$ cat src/rtl/vga_scene_sequencer.sv
// Frame-synchronous scene scheduler: holds a scene for N frames, then blanks for
// M frames before switching. Define SCENE_SHUFFLE_EN for LFSR-driven auto targets.
module vga_scene_sequencer #(
  parameter int V_ACTIVE     = 480,
  parameter int NUM_SCENES   = 4,
  parameter int HOLD_FRAMES  = 120,
  parameter int BLANK_FRAMES = 2
) (
  input  logic       clk,
  input  logic       rst_n,
  input  logic [9:0] row,
  input  logic [9:0] col,
  input  logic       auto_en,
  input  logic       pause,
  input  logic [1:0] manual_sel,
  input  logic       next_req,
  output logic [1:0] scene_sel,
  output logic       blank,
  output logic       frame_tick,
  output logic [7:0] frame_cnt
);

  localparam logic [0:0] ST_SHOW  = 1'b0;
  localparam logic [0:0] ST_BLANK = 1'b1;

  localparam logic [9:0] V_ROW      = 10'(V_ACTIVE);
  localparam logic [1:0] LAST_SCENE = 2'(NUM_SCENES - 1);
  localparam logic [7:0] HOLD_LAST  = 8'(HOLD_FRAMES - 1);
  localparam logic [3:0] BLANK_LAST = 4'(BLANK_FRAMES - 1);

  logic [0:0] state_reg, state_next;
  logic [1:0] scene_reg, scene_next;
  logic [1:0] target_reg, target_next;
  logic       blank_reg, blank_next;
  logic       tick_reg, tick_next;
  logic       boundary_reg;
  logic [7:0] frame_cnt_reg, frame_cnt_next;
  logic [7:0] hold_reg, hold_next;
  logic [3:0] blank_cnt_reg, blank_cnt_next;
  logic       pend_reg, pend_next;

  logic       boundary;
  logic       start;
  logic       manual_ok;
  logic [1:0] scene_inc;
  logic [1:0] auto_target;

  assign boundary  = (row == V_ROW) && (col == 10'd0);
  assign scene_inc = (scene_reg == LAST_SCENE) ? 2'd0 : scene_reg + 2'd1;
  assign manual_ok = (manual_sel != scene_reg) && (int'(manual_sel) < NUM_SCENES);

`ifdef SCENE_SHUFFLE_EN
  logic [7:0] lfsr_reg;
  logic [1:0] candidate;

  assign candidate = 2'(int'(lfsr_reg[1:0]) % NUM_SCENES);
  // Never pick the scene already on screen, otherwise the blank would be wasted.
  assign auto_target = (candidate != scene_reg) ? candidate :
                       (candidate == LAST_SCENE) ? 2'd0 : candidate + 2'd1;

  always_ff @(posedge clk) begin
    if (!rst_n) begin
      lfsr_reg <= 8'h01;
    end else if (tick_reg) begin
      lfsr_reg <= {lfsr_reg[6:0], lfsr_reg[7] ^ lfsr_reg[5] ^ lfsr_reg[4] ^ lfsr_reg[3]};
    end
  end
`else
  assign auto_target = scene_inc;
`endif

  always_comb begin
    state_next     = state_reg;
    scene_next     = scene_reg;
    target_next    = target_reg;
    blank_next     = blank_reg;
    hold_next      = hold_reg;
    blank_cnt_next = blank_cnt_reg;
    frame_cnt_next = frame_cnt_reg;
    start          = 1'b0;
    // Edge-qualified so a stalled raster cannot emit a second pulse.
    tick_next      = boundary && !boundary_reg;

    if (tick_reg) begin
      frame_cnt_next = frame_cnt_reg + 8'd1;
      case (state_reg)
        ST_SHOW: begin
          if (auto_en && pend_reg) begin
            start       = 1'b1;
            target_next = auto_target;
          end else if (!auto_en && manual_ok) begin
            start       = 1'b1;
            target_next = manual_sel;
          end else if (auto_en && !pause && hold_reg == HOLD_LAST) begin
            start       = 1'b1;
            target_next = auto_target;
          end else if (auto_en && !pause) begin
            hold_next = hold_reg + 8'd1;
          end else if (!auto_en) begin
            hold_next = 8'd0;
          end

          if (start) begin
            state_next     = ST_BLANK;
            blank_next     = 1'b1;
            blank_cnt_next = 4'd0;
            hold_next      = 8'd0;
          end
        end
        ST_BLANK: begin
          if (blank_cnt_reg == BLANK_LAST) begin
            scene_next     = target_reg;
            blank_next     = 1'b0;
            blank_cnt_next = 4'd0;
            state_next     = ST_SHOW;
          end else begin
            blank_cnt_next = blank_cnt_reg + 4'd1;
          end
        end
        default: begin
          state_next = ST_SHOW;
          blank_next = 1'b0;
        end
      endcase
    end

    // A skip request arriving on the same edge a transition starts is absorbed by it.
    if (start) begin
      pend_next = 1'b0;
    end else if (next_req && auto_en) begin
      pend_next = 1'b1;
    end else begin
      pend_next = pend_reg;
    end
  end

  always_ff @(posedge clk) begin
    if (!rst_n) begin
      state_reg     <= ST_SHOW;
      scene_reg     <= 2'd0;
      target_reg    <= 2'd0;
      blank_reg     <= 1'b0;
      tick_reg      <= 1'b0;
      boundary_reg  <= 1'b0;
      frame_cnt_reg <= 8'd0;
      hold_reg      <= 8'd0;
      blank_cnt_reg <= 4'd0;
      pend_reg      <= 1'b0;
    end else begin
      state_reg     <= state_next;
      scene_reg     <= scene_next;
      target_reg    <= target_next;
      blank_reg     <= blank_next;
      tick_reg      <= tick_next;
      boundary_reg  <= boundary;
      frame_cnt_reg <= frame_cnt_next;
      hold_reg      <= hold_next;
      blank_cnt_reg <= blank_cnt_next;
      pend_reg      <= pend_next;
    end
  end

  assign scene_sel  = scene_reg;
  assign blank      = blank_reg;
  assign frame_tick = tick_reg;
  assign frame_cnt  = frame_cnt_reg;

endmodule

$ cat config.mk
export PLATFORM = sky130hd
export DESIGN_NAME = vga_scene_sequencer
export DESIGN_NICKNAME = d
export VERILOG_FILES = /design/src/rtl/vga_scene_sequencer.sv
export SDC_FILE = /design/constraint.sdc
export NUM_CORES = 1
export LEC_CHECK = 0
export CORE_ASPECT_RATIO = 1.5
export CORE_MARGIN = 10
export CORE_UTILIZATION = 48
export DETAILED_ROUTE_END_ITERATION = 10
export PLACE_DENSITY = 0.76
export SLEW_MARGIN = 10
export SYNTH_ARGS = -nofsm -noshare
export SYNTH_HDL_FRONTEND = slang
export SYNTH_SLANG_ARGS = --single-unit
$ cat constraint.sdc
create_clock -name clk -period 2.7 [get_ports clk]
set_clock_uncertainty 0.2 [all_clocks]
set_input_delay 0.81 -clock clk [delete_from_list [all_inputs] [get_ports clk]]
set_output_delay 0.81 -clock clk [all_outputs]
set_load 0.005 [all_outputs]
## Yosys cells after proc, flatten, opt, wreduce, memory -nomap -nowiden

Index checks and enable logic that the tools add are counted.

| storage, ports and cells | value |
|---|---|
| bits in registers | 29 |
| bits of input ports | 27 |
| output and inout bits | 12 |

| cells by class | value |
|---|---|
| add/sub/neg operators | 4 |
| equal/unequal tests | 11 |
| muxes and demuxes | 26 |
| bitwise operators | 2 |
| reductions and logical operators | 18 |

Operators by type and width:

| cell | count |
|---|---|
| 8-bit 2-to-1 mux | 6 |
| 8-bit by 1-bit adder with 8-bit output (second input constant) | 2 |
| 1-bit 2-to-1 mux | 11 |
| 10-bit by 9-bit equality test with 1-bit output (second input constant) | 1 |
| 10-bit logical NOT | 1 |
| 2-bit by 1-bit inequality test with 1-bit output (second input constant) | 5 |
| 3-bit AND reduction | 3 |
| 8-bit by 7-bit equality test with 1-bit output (second input constant) | 1 |
| 2-bit 2-to-1 mux | 4 |
| 4-bit 2-to-1 mux | 2 |
| 4-bit one-hot mux with 2 select lines | 1 |
| 1-bit logical AND | 7 |
| 6-bit AND reduction | 1 |
| 4-bit by 1-bit adder with 4-bit output (second input constant) | 1 |
| 4-bit by 1-bit equality test with 1-bit output (second input constant) | 1 |
| 1-bit one-hot mux with 2 select lines | 2 |
| 1-bit logical NOT | 3 |
| 3-bit by 1-bit inequality test with 1-bit output (second input constant) | 1 |
| 3-bit nonzero test | 1 |
| 2-bit by 1-bit adder with 2-bit output (second input constant) | 1 |
| 2-bit equality test (second input constant) | 1 |
| 2-bit inequality test | 1 |
| 1-bit inverter | 2 |
| 2-bit AND reduction | 1 |
| 2-bit OR reduction | 1 |

## Longest topological paths before layout

Gate-level depths: netlist (run 1).

| depth | value |
|---|---|
| depth in word-level cells | 11 |
| gate-level depth with buffers | 6 |
| depth with buffers taken out | 6 |

## Worst setup path after synthesis (run 1)

OpenSTA, ideal clock, no wires.

| path | value |
|---|---|
| path type | input-to-reg |
| start | in row[0] |
| end | reg tick_reg, in the netlist frame_tick |
| setup time | 0.065 ns |
| data arrival time | 2.025 ns |
| required time | 2.435 ns |
| slack | 0.410 ns |
| stages on the path | 4 |
| path buffers | 0 |
| cell sequence | or4_1 -> or3_1 -> nor4_2 -> nor2b_1 |

| between the ends | value |
|---|---|
| longest elaborated chain between the ends | 3 |

RTL lines:

| what | line | RTL |
|---|---|---|
| start: declaration | 11 | `input logic [9:0] row,` |
| 10-bit by 9-bit equality test with 1-bit output | 48 | `assign boundary = (row == V_ROW) && (col == 10'd0);` |
| 1-bit logical AND | 48 |  |
| 1-bit logical AND | 82 | `tick_next = boundary && !boundary_reg;` |
| end signal: assignment | 154 | `tick_reg <= tick_next;` |
| end: declaration | 35 | `logic tick_reg, tick_next;` |

No other way between the ends.
A chain may end at the register's enable or synchronous reset.

## Worst setup path after layout (run 1)

| path | value |
|---|---|
| start | in auto_en |
| end | reg hold_reg[6] |

| between the ends | value |
|---|---|
| longest elaborated chain between the ends | 9 |

RTL lines:

| what | line | RTL |
|---|---|---|
| start: declaration | 13 | `input logic auto_en,` |
| 1-bit logical AND | 94, 97 |  |
| 1-bit logical AND | 94 | `end else if (auto_en && !pause && hold_reg == HOLD_LAST) begin` |
| 1-bit 2-to-1 mux | 94 |  |
| 1-bit 2-to-1 mux | 91 | `end else if (!auto_en && manual_ok) begin` |
| 1-bit 2-to-1 mux | 88 | `if (auto_en && pend_reg) begin` |
| 1-bit 2-to-1 mux | 86 | `case (state_reg)` |
| 1-bit 2-to-1 mux | 84 | `if (tick_reg) begin` |
| 3-bit by 1-bit inequality test with 1-bit output (no source line) or 2-bit by 1-bit inequality test with 1-bit output (tied branches) | n/a |  |
| 6-bit AND reduction (no source line) | n/a |  |
| end signal: assignment | 157 | `hold_reg <= hold_next;` |
| end: declaration | 38 | `logic [7:0] hold_reg, hold_next;` |

Parallel ways exist; a longest one is shown, timed or not. The select of a mux whose other input is x is not followed.

==> results of run 1 <==
-- synth_stat cells, drive strengths merged (3+ instances only) --
library cell and number:
nor2b 4, o21ai 11, inv 7, ha 5
o22ai 3, dfxtp 29, nand4 5, a31oi 3
or3 3, nand4b 3, nand2 14, buf 3
and3 6, clkbuf 4, mux2i 8, xor2 6
nand3 9, nor3 3, nand2b 3, nor2 10
a21oi 11
-- final cells by class --
type	instances	area share
well taps	40	0.0237
multi-input cells	132	0.433
clock inverters	1	0.00237
inverters	7	0.0124
clock buffers	7	0.0456
repair buffers	46	0.208
flip-flops and latches	29	0.275
-- cell usage in the layout, fill, tap and decap left out, types with 2 or more instances in the layout --
cell type and instances:
dfxtp_1 29, nand4_1 5, nand3b_1 2, ha_1 5, nor3b_1 2, buf_4 8, and3_1 6, o32ai_1 2
or3_1 3, a21oi_1 11, clkbuf_8 7, nor2b_1 4, clkdlybuf4s50_1 38, xor2_1 6, mux2i_1 8, nor3_1 3
nor2_1 10, o21ai_1 7, inv_1 6, nand3_1 9, nand4b_1 2, o31a_1 2, nand2b_1 3, a31oi_1 3
o22ai_1 3, nand2_1 14, o21ai_0 4
-- power by group --
group	internal, mW	switching (mW)
logic	0.0523	0.0343
registers	0.430	0.00151
clock network	0.230	0.163
total	0.712	0.199
-- kinds of logic (layout without fill, tap and decap cells) --
family / Yosys count / in the layout / synth area share
AOI/OAI and AO/OA: 41 / 41 / 0.188
xor gates and xnor gates: 7 / 7 / 0.0396
adders and majority gates: 5 / 5 / 0.0404
buffers and inverters: 14 / 61 / 0.0347
DFF: 29 / 29 / 0.375
muxes: 8 / 8 / 0.0517
and+or+nand+nor: 71 / 71 / 0.271
-- stage by stage --
| stage | util | hold slack (ps) | TNS [ps] | power, mW |
|---|---|---|---|---|
| final | 0.676 | 192 | 0 | 0.911 |
| after global placement | 0.643 | 177 | -6.80 | 0.522 |
| after floorplan | - | 167 | 0 | 0.472 |
| after global routing | 0.676 | 208 | 0 | 0.950 |
| after detailed placement | 0.643 | 193 | -274 | 0.527 |
| after CTS | 0.676 | 199 | 0 | 0.920 |
-- per-layer routing --
metal,wire (um),up-vias
met3,196,4
met1,1520,745
met2,2600,36
met4,42,0
li1,-,734
met5,0,-
-- path summary, 6_finish.rpt --
check,end,cells past startpoint
setup reg to reg,hold_reg[6],5
hold reg to reg,frame_tick,1
setup / recovery,hold_reg[6],5
hold / removal,frame_tick,1
==> summary.txt, run 1 <==
Yosys
  – Post-Syn Nets: about 210
  – Post-synth top area cell: dfxtp_1
  – Ys async rst share: 0
  – Register area share after synthesis: 0.375
  – Yosys reg bits: 29
  – Netlist area before placement: 1550 um2
  – Ys Warns: 0
  – Top-area cell type share of the netlist area: 0.375
  – Syn_area_per_cell: 8.85 um2
  – Largest cells by area after synthesis: dfxtp_1 (37%), mux2i_1 (5.2%), ha_1 (4.0%)
  – Netlist cell types: 46
  – Ys flop type: dfxtp_1
  – Synth Instances: 175
  – Number of enable flip-flop cells after synthesis: 0

Timing
  – Final critical-path share of the clock period: 0.930
  – Max Freq: 398 MHz
  – Final hold vios: 0
  – # setup viols final: 0
  – Slew headroom: 0.670
  – Least-Margin Pin Slew: 494 ps
  – Setup ws final: 188 ps
  – RSZ-0062 raised after global routing: no
  – Crit path time final: between 2000 and 3000 ps
  – Max-slew violations: 0

Critical path
  – Setup crit end kind: flop
  – Crit-path max cell delay: 500 ps
  – Critical Path RT: 2700 ps
  – Slowest stage cell on the critical path: clkdlybuf4s50_1
  – Startpoint types: input pin
  – Critical path fanouts, max: 9
  – Worst Path Buf+Inv: 1
  – CP Launch Point: auto_en
  – Worst path top cell family by delay: compound AO/OA/AOI/OAI gates
  – R2R Setup Slk: 720 ps
  – Setup CP Type: input pin to flop
  – CP Cell Sequence: clkdlybuf4s50_1, or3b_4, a211oi_4, o21ai_1, a31oi_1
  – Worst Path Arrival: 2510 ps
  – Worst reg2reg path startpoint: hold_reg[0]

Clocking
  – Worst-skew pair later-pin latency: 280 ps
  – Number of setup buffers added after CTS: 0
  – Cts hold-fix bufs: 0
  – Max clock buf depth: 2
  – Clk slew on worst S/H paths: ~60 ps
  – Cts bufs inserted: 5
  – CTS tree: done
  – Post-CTS sizing: 0
  – Clock root buffer: clkbuf_8
  – Clock sink count: 29
  – # H-tree levels: 2

Cells and area
  – Layout area overhead: 36.4%
  – # fillers: 266
  – FF+latch area: 581 um2
  – Layout cell share with drive strength beyond 1: 0.113
  – Non-Filler Instances: between 200 and 300
  – Area of the multi-input gates: 915 um2
  – Nets: 253
  – Final antenna diode count: 0
  – Final Instance Area: 2110 um2

Global route
  – Most Used Layer, Global Route: met2
  – Total gr overflow: 0
  – Met1 usage in global routing: 0.144
  – First-pass GRT wire length: 7.40 mm
  – Vias in the first global route: 1,620
  – GR met2 Demand/Resource: 0.314
  – Antenna violations before repair: 0
  – Pin count of the biggest net entering global routing: 16
  – Grt met3 use: 0.0571
  – Total GRT Usage: 0.159

Placement
  – Cells after DPL: roughly 250
  – Dpl ws: -80.5 ps
  – IO Port Bufs: 38
  – Hpwl dp: between 3 and 4 mm
  – Placed inst area: 2010 um2
  – GP Congestion: 0.842

Floorplan
  – Die W: 66.4 um
  – Die height: between 80 and 90 um
  – Area of the die: 5950 um2
  – Io pins: 39
  – Core region area: 3130 um2
  – Initial Util: 0.495
  – # rows: 25

Drt
  – DR iter-0 viols: 123
  – Routed length per instance: approximately 17 um
  – Via density: ~5.8
  – Drt total wl: 4.36 mm
  – Routed vias: 1,519
  – First-pass detailed-route iteration total: 4
  – DRC viols: 0
  – Routed Antenna Nets: 0

Power
  – Max IR drop VDD: 0.000350 V
  – Pwr Density: ~430 nW/um2
  – Leakage: 0.815 nW

Hold path
  – Worst Hold Launch: boundary_reg
  – HP Class: flop to flop

Run status
  – Status: complete, no violations

Job
  – Max_cap viols: 0
No activity file was read; power rests on OpenSTA's default activity.
==> inputs of run 2 (changes only) <==
--- a/config.mk
+++ b/config.mk
@@ -10,4 +10,5 @@
 export CORE_UTILIZATION = 48
 export DETAILED_ROUTE_END_ITERATION = 10
+export GPL_TIMING_DRIVEN = 0
 export PLACE_DENSITY = 0.76
 export SLEW_MARGIN = 10
==> constraint.sdc (replaced) <==
create_clock -name clk -period 2.7 [get_ports clk]
set_clock_uncertainty 0.2 [all_clocks]
set_input_delay 0.27 -clock clk [delete_from_list [all_inputs] [get_ports clk]]
set_output_delay 0.27 -clock clk [all_outputs]
set_load 0.005 [all_outputs]
==> summary.txt, run 2 (synthesis results as in run 1) <==
Clocking
  – Max clock buf depth: 2 (unchanged)
  – # H-tree levels: 2 (unchanged)
  – Post-CTS sizing: 0 (unchanged)
  – Clock sink count: 29 (unchanged)
  – Cts bufs inserted: 5 (unchanged)
  – CTS tree: done (unchanged)
  – Number of setup buffers added after CTS: 0 (unchanged)
  – Clk slew on worst S/H paths: 60 ps (about the same)
  – Cts hold-fix bufs: 0 (unchanged)
  – Worst-skew pair later-pin latency: 280 ps (about the same)
  – Clock root buffer: clkbuf_8 (unchanged)

Cells and area
  – Layout area overhead: 34.7% (was 36.4%)
  – Most frequent cells in the layout: clkdlybuf4s50_1 (37), dfxtp_1 (29), nand2_1 (14) (was clkdlybuf4s50_1 (38), dfxtp_1 (29), nand2_1 (14))
  – Final antenna diode count: 0 (unchanged)
  – Non-Filler Instances: 260 (was 262)
  – Most common cell after layout, fill and taps aside: clkdlybuf4s50_1 (unchanged)
  – Fin util: 0.667 (was 0.676)
  – Final Instance Area: 2090 um2 (was 2110 um2)
  – Nets: 251 (was 253)
  – # fillers: 264 (was 266)
  – Layout cell share with drive strength beyond 1: 0.0773 (was 0.113)

Timing
  – Crit path time final: 2040 ps (was 2510 ps)
  – Max-slew violations: 0 (unchanged)
  – Final critical-path share of the clock period: 0.756 (was 0.930)
  – RSZ-0062 raised after global routing: no (unchanged)
  – Slew headroom: 0.664 (was 0.670)
  – Least-Margin Pin Slew: 502 ps (was 494 ps)
  – WHS: 163 ps (was 192 ps)
  – Setup ws final: 658 ps (was 188 ps)
  – Fin Setup TNS: 0 ps (unchanged)
  – Final hold vios: 0 (unchanged)
  – # setup viols final: 0 (unchanged)
  – Max Freq: 490 MHz (was 398 MHz)

Critical path
  – Setup crit end kind: flop (unchanged)
  – Setup CP Type: flop to flop (was input pin to flop)
  – Critical Path RT: 2700 ps (about the same)
  – Worst Path Arrival: 2050 ps (was 2510 ps)
  – Startpoint types: flop (was input pin)
  – Critical path fanouts, max: 5 (was 9)

Power
  – Final Power: 0.970 mW (was 0.911 mW)
  – Max IR drop VDD: 0.000381 V (was 0.000350 V)
  – Pwr Density: 465 nW/um2 (was 431 nW/um2)
  – Leakage: 0.788 nW (was 0.815 nW)

Global route
  – Vias in the first global route: 1,523 (was 1,620)
  – First-pass GRT wire length: 6.83 mm (was 7.40 mm)
  – Total gr overflow: 0 (unchanged)
  – Total GRT Usage: 0.147 (was 0.159)
  – Grt met3 use: 0.0559 (was 0.0571)
  – Met1 usage in global routing: 0.129 (was 0.144)
  – Pin count of the biggest net entering global routing: 11 (was 16)
  – Antenna violations before repair: 0 (unchanged)
  – Most Used Layer, Global Route: met2 (unchanged)
  – GR met2 Demand/Resource: 0.287 (was 0.314)

Placement
  – Hpwl dp: 3.27 mm (was 3.49 mm)
  – Placed inst area: 1970 um2 (was 2010 um2)
  – Cells after DPL: 252 (was 254)
  – GP Congestion: 0.806 (was 0.842)
  – IO Port Bufs: 37 (was 38)
  – Dpl ws: 459 ps (was -80.5 ps)

Job
  – Max_cap viols: 0 (unchanged)

Floorplan
  – Initial Util: 0.495 (unchanged)
  – Core region area: 3130 um2 (unchanged)
  – Io pins: 39 (unchanged)
  – # rows: 25 (unchanged)
  – Area of the die: 5950 um2 (unchanged)
  – Die W: 66.4 um (unchanged)
  – Die height: 89.6 um (unchanged)

Drt
  – Routed vias: 1,473 (was 1,519)
  – Routed Antenna Nets: 0 (unchanged)
  – Drt total wl: 4.10 mm (was 4.36 mm)
  – Routed length per instance: 15.8 um (was 16.6 um)
  – Via density: 5.67 (was 5.80)
  – DR iter-0 viols: 90 (was 123)
  – First-pass detailed-route iteration total: 4 (unchanged)
  – DRC viols: 0 (unchanged)

Hold path
  – HP Class: input pin to flop (was flop to flop)

Run status
  – Status: complete, no violations (unchanged)
## run 2: report_power, final
part / internal [mW] / switching, mW / total [mW]
logic: 0.0467 / 0.0318 / 0.0785
registers: 0.430 / 0.00142 / 0.431
clock network: 0.300 / 0.160 / 0.460
## run 2: worst paths after layout
kind | from | to | slack [ps] | depth (start not counted)
worst max-delay path | hold_reg[0] | target_reg[0] | 660 | 5
worst min register to register | boundary_reg | frame_tick | 180 | 1
worst max register to register | hold_reg[0] | target_reg[0] | 660 | 5
worst min-delay path | auto_en | pend_reg | 160 | 3
## run 2: routing by layer
layer | part of all wire | vias to the layer above
li1 | - | 741
met1 | 0.36 | 689
met4 | 0.018 | 0
met3 | 0.055 | 9
met2 | 0.57 | 34
met5 | 0 | -
## run 2: layout make-up
class	count	area [um2]	share of cell area
Multi-Input combinational cell	132	915	0.439
Inverter	7	26.3	0.0126
Buffer	7	27.5	0.0132
Clock buffer	7	86.3	0.0414
Timing Repair Buffer	37	370	0.178
Tap cell	40	50.0	0.0240
Sequential cell	29	581	0.278
Clock inverter	1	30.0	0.0144
## run 2: critical path: stages (launching register included)
cell	delay, ps
dfxtp_1	330
ha_1	250
and4bb_2	310
and3_1	220
o21ai_1	400
mux2i_1	250
==> inputs of run 3 (changes only) <==
clock period = 2 ns   (was 2.7 ns; I/O delays follow)
==> summary.txt, run 3 (synthesis results as in run 1) <==
Critical path
  – Setup CP Type: flop to flop (unchanged)
  – Critical path fanouts, max: 5 (unchanged)
  – FF-to-FF path depth: 5 (unchanged)
  – Setup crit end kind: flop (unchanged)
  – Critical Path RT: 1990 ps (was 2700 ps)
  – R2R Setup Slk: 100 ps (was 660 ps)
  – Worst r2r dst: blank_cnt_reg[1] (was target_reg[0])
  – Startpoint types: flop (unchanged)
  – CP Launch Point: hold_reg[0] (unchanged)
  – Worst Path Arrival: 1880 ps (was 2050 ps)
  – Worst reg2reg path startpoint: hold_reg[0] (unchanged)

Cells and area
  – Layout area overhead: 35.1% (was 34.7%)
  – Final antenna diode count: 0 (unchanged)
  – Most frequent cells in the layout: clkdlybuf4s50_1 (37), dfxtp_1 (29), nand2_1 (14) (unchanged)
  – Most common cell after layout, fill and taps aside: clkdlybuf4s50_1 (unchanged)
  – Layout cell share with drive strength beyond 1: 0.0818 (was 0.0773)
  – Nets: 251 (unchanged)
  – Fin util: 0.669 (was 0.667)

Clocking
  – Clk slew on worst S/H paths: 60 ps (about the same)
  – Cts hold-fix bufs: 0 (unchanged)
  – Clock sink count: 29 (unchanged)
  – CTS tree: done (unchanged)
  – Max clock buf depth: 2 (unchanged)
  – Clock root buffer: clkbuf_8 (unchanged)
  – Cts bufs inserted: 5 (unchanged)
  – Worst-skew pair later-pin latency: 280 ps (about the same)
  – # H-tree levels: 2 (unchanged)
  – Number of setup buffers added after CTS: 0 (unchanged)

Hold path
  – Worst Hold Launch: auto_en (unchanged)
  – Worst Hold Path EP: pend_reg (unchanged)
  – HP Class: input pin to flop (unchanged)
  – Worst Hold Depth: 3 (unchanged)

Placement
  – IO Port Bufs: 37 (unchanged)
  – Hpwl dp: 3.27 mm (unchanged)
  – GP Congestion: 0.806 (unchanged)
  – Dpl ws: -171 ps (was 459 ps)

Global route
  – Antenna violations before repair: 0 (unchanged)
  – First-pass GRT wire length: 6.83 mm (unchanged)
  – Pin count of the biggest net entering global routing: 11 (unchanged)
  – Vias in the first global route: 1,523 (unchanged)
  – Total gr overflow: 0 (unchanged)
  – Total GRT Usage: 0.147 (unchanged)

Power
  – Clk pwr share: 0.475 (about the same)
  – Pwr Density: 626 nW/um2 (was 465 nW/um2)
  – Final Power: 1.31 mW (was 0.970 mW)
  – Sequential power share: 0.444 (about the same)
  – Leakage: 0.789 nW (was 0.788 nW)
  – Combinational power share: 0.081 (about the same)
  – Max IR drop VDD: 0.000515 V (was 0.000381 V)
  – Sw Share: 0.200 (was 0.199)
  – Psw: 0.263 mW (was 0.193 mW)
  – Internal Pwr Total: 1.05 mW (was 0.777 mW)

Floorplan
  – Die W: 66.4 um (unchanged)
  – # rows: 25 (unchanged)
  – Core region area: 3130 um2 (unchanged)
  – Die height: 89.6 um (unchanged)
  – Area of the die: 5950 um2 (unchanged)
  – Initial Util: 0.495 (unchanged)
  – Io pins: 39 (unchanged)

Drt
  – Routed length per instance: 15.8 um (unchanged)
  – Routed Antenna Nets: 0 (unchanged)
  – Via density: 5.64 (was 5.67)
  – Drt total wl: 4.10 mm (unchanged)
  – Routed vias: 1,467 (was 1,473)
  – DRC viols: 0 (unchanged)
  – DR iter-0 viols: 87 (was 90)
  – First-pass detailed-route iteration total: 4 (unchanged)

Timing
  – WHS: 90.0 ps (was 163 ps)
  – Slew headroom: 0.639 (was 0.664)
  – Crit path time final: 1900 ps (was 2040 ps)
  – Least-Margin Pin Slew: 541 ps (was 502 ps)
  – Max Freq: 527 MHz (was 490 MHz)
  – Fin Setup TNS: 0 ps (unchanged)
  – # setup viols final: 0 (unchanged)
  – Setup ws final: 102 ps (was 658 ps)
  – Final hold vios: 0 (unchanged)
  – Max-slew violations: 0 (unchanged)
  – RSZ-0062 raised after global routing: no (unchanged)
  – Final critical-path share of the clock period: 0.949 (was 0.756)

Job
  – Max_cap viols: 0 (unchanged)

Run status
  – Status: complete, no violations (unchanged)
run 3: cell types whose count changed in the layout (fill, tap and decap cells not counted):
cell / change
and4bb_2: -1
o21ai_1: -1
and4bb_4: +1
o21ai_2: +1
run 3: power groups by stage:
stage / Clock, mW / Sequential (mW) / Combinational, mW
after floorplan: 0 / 0.594 / 0.0437
after global placement: 0 / 0.595 / 0.103
after detailed placement: 0 / 0.595 / 0.106
after CTS: 0.633 / 0.582 / 0.106
after global routing: 0.658 / 0.582 / 0.116
final: 0.623 / 0.582 / 0.106
run 3: what timing repair did:
item,4_1_cts,5_1_grt
gates cloned,0,0
pin swaps,0,0
resized for setup,1,1
setup endpoints to repair,3,4
run 3: per-stage QoR:
stage,cells,cell area [um2]
6_report,260,2090
5_1_grt,260,2090
4_1_cts,260,2090
3_5_place_dp,252,1970
3_3_place_gp,252,1970
2_1_floorplan,175,1550
run 3: final cells by class:
class                      instances  area, um2
fill                             264       1030
multi-input combinational        132        922
sequential                        29        581
timing repair buffer              37        370
clock buffer                       7       86.3
tap                               40       50.0
clock inverter                     1       30.0
buffer                             7       27.5
inverter                           7       26.3
run 3: worst max-delay path: stages, from the launching register on:
cell and delay (ps):
dfxtp_1 330, ha_1 250, and4bb_4 250, and3_1 210, o31a_1 330, o32ai_1 230
run 3: worst max-delay path by stage:
stage	to	slack [ps]	cells past startpoint
global placement	frame_tick	-160	5
floorplan	blank_cnt_reg[1]	210	5
CTS	blank_cnt_reg[1]	30	5
finish	blank_cnt_reg[1]	100	5
detailed placement	frame_tick	-170	5
global route	blank_cnt_reg[1]	20	5
run 3: metal layers:
| metal | vias to the layer above | track usage | routed length, um |
|---|---|---|---|
| met5 | - | 0 | 0 |
| met1 | 681 | 0.129 | 1480 |
| met4 | 0 | 0.0574 | 73 |
| li1 | 742 | - | - |
| met2 | 34 | 0.287 | 2330 |
| met3 | 10 | 0.0559 | 219 |
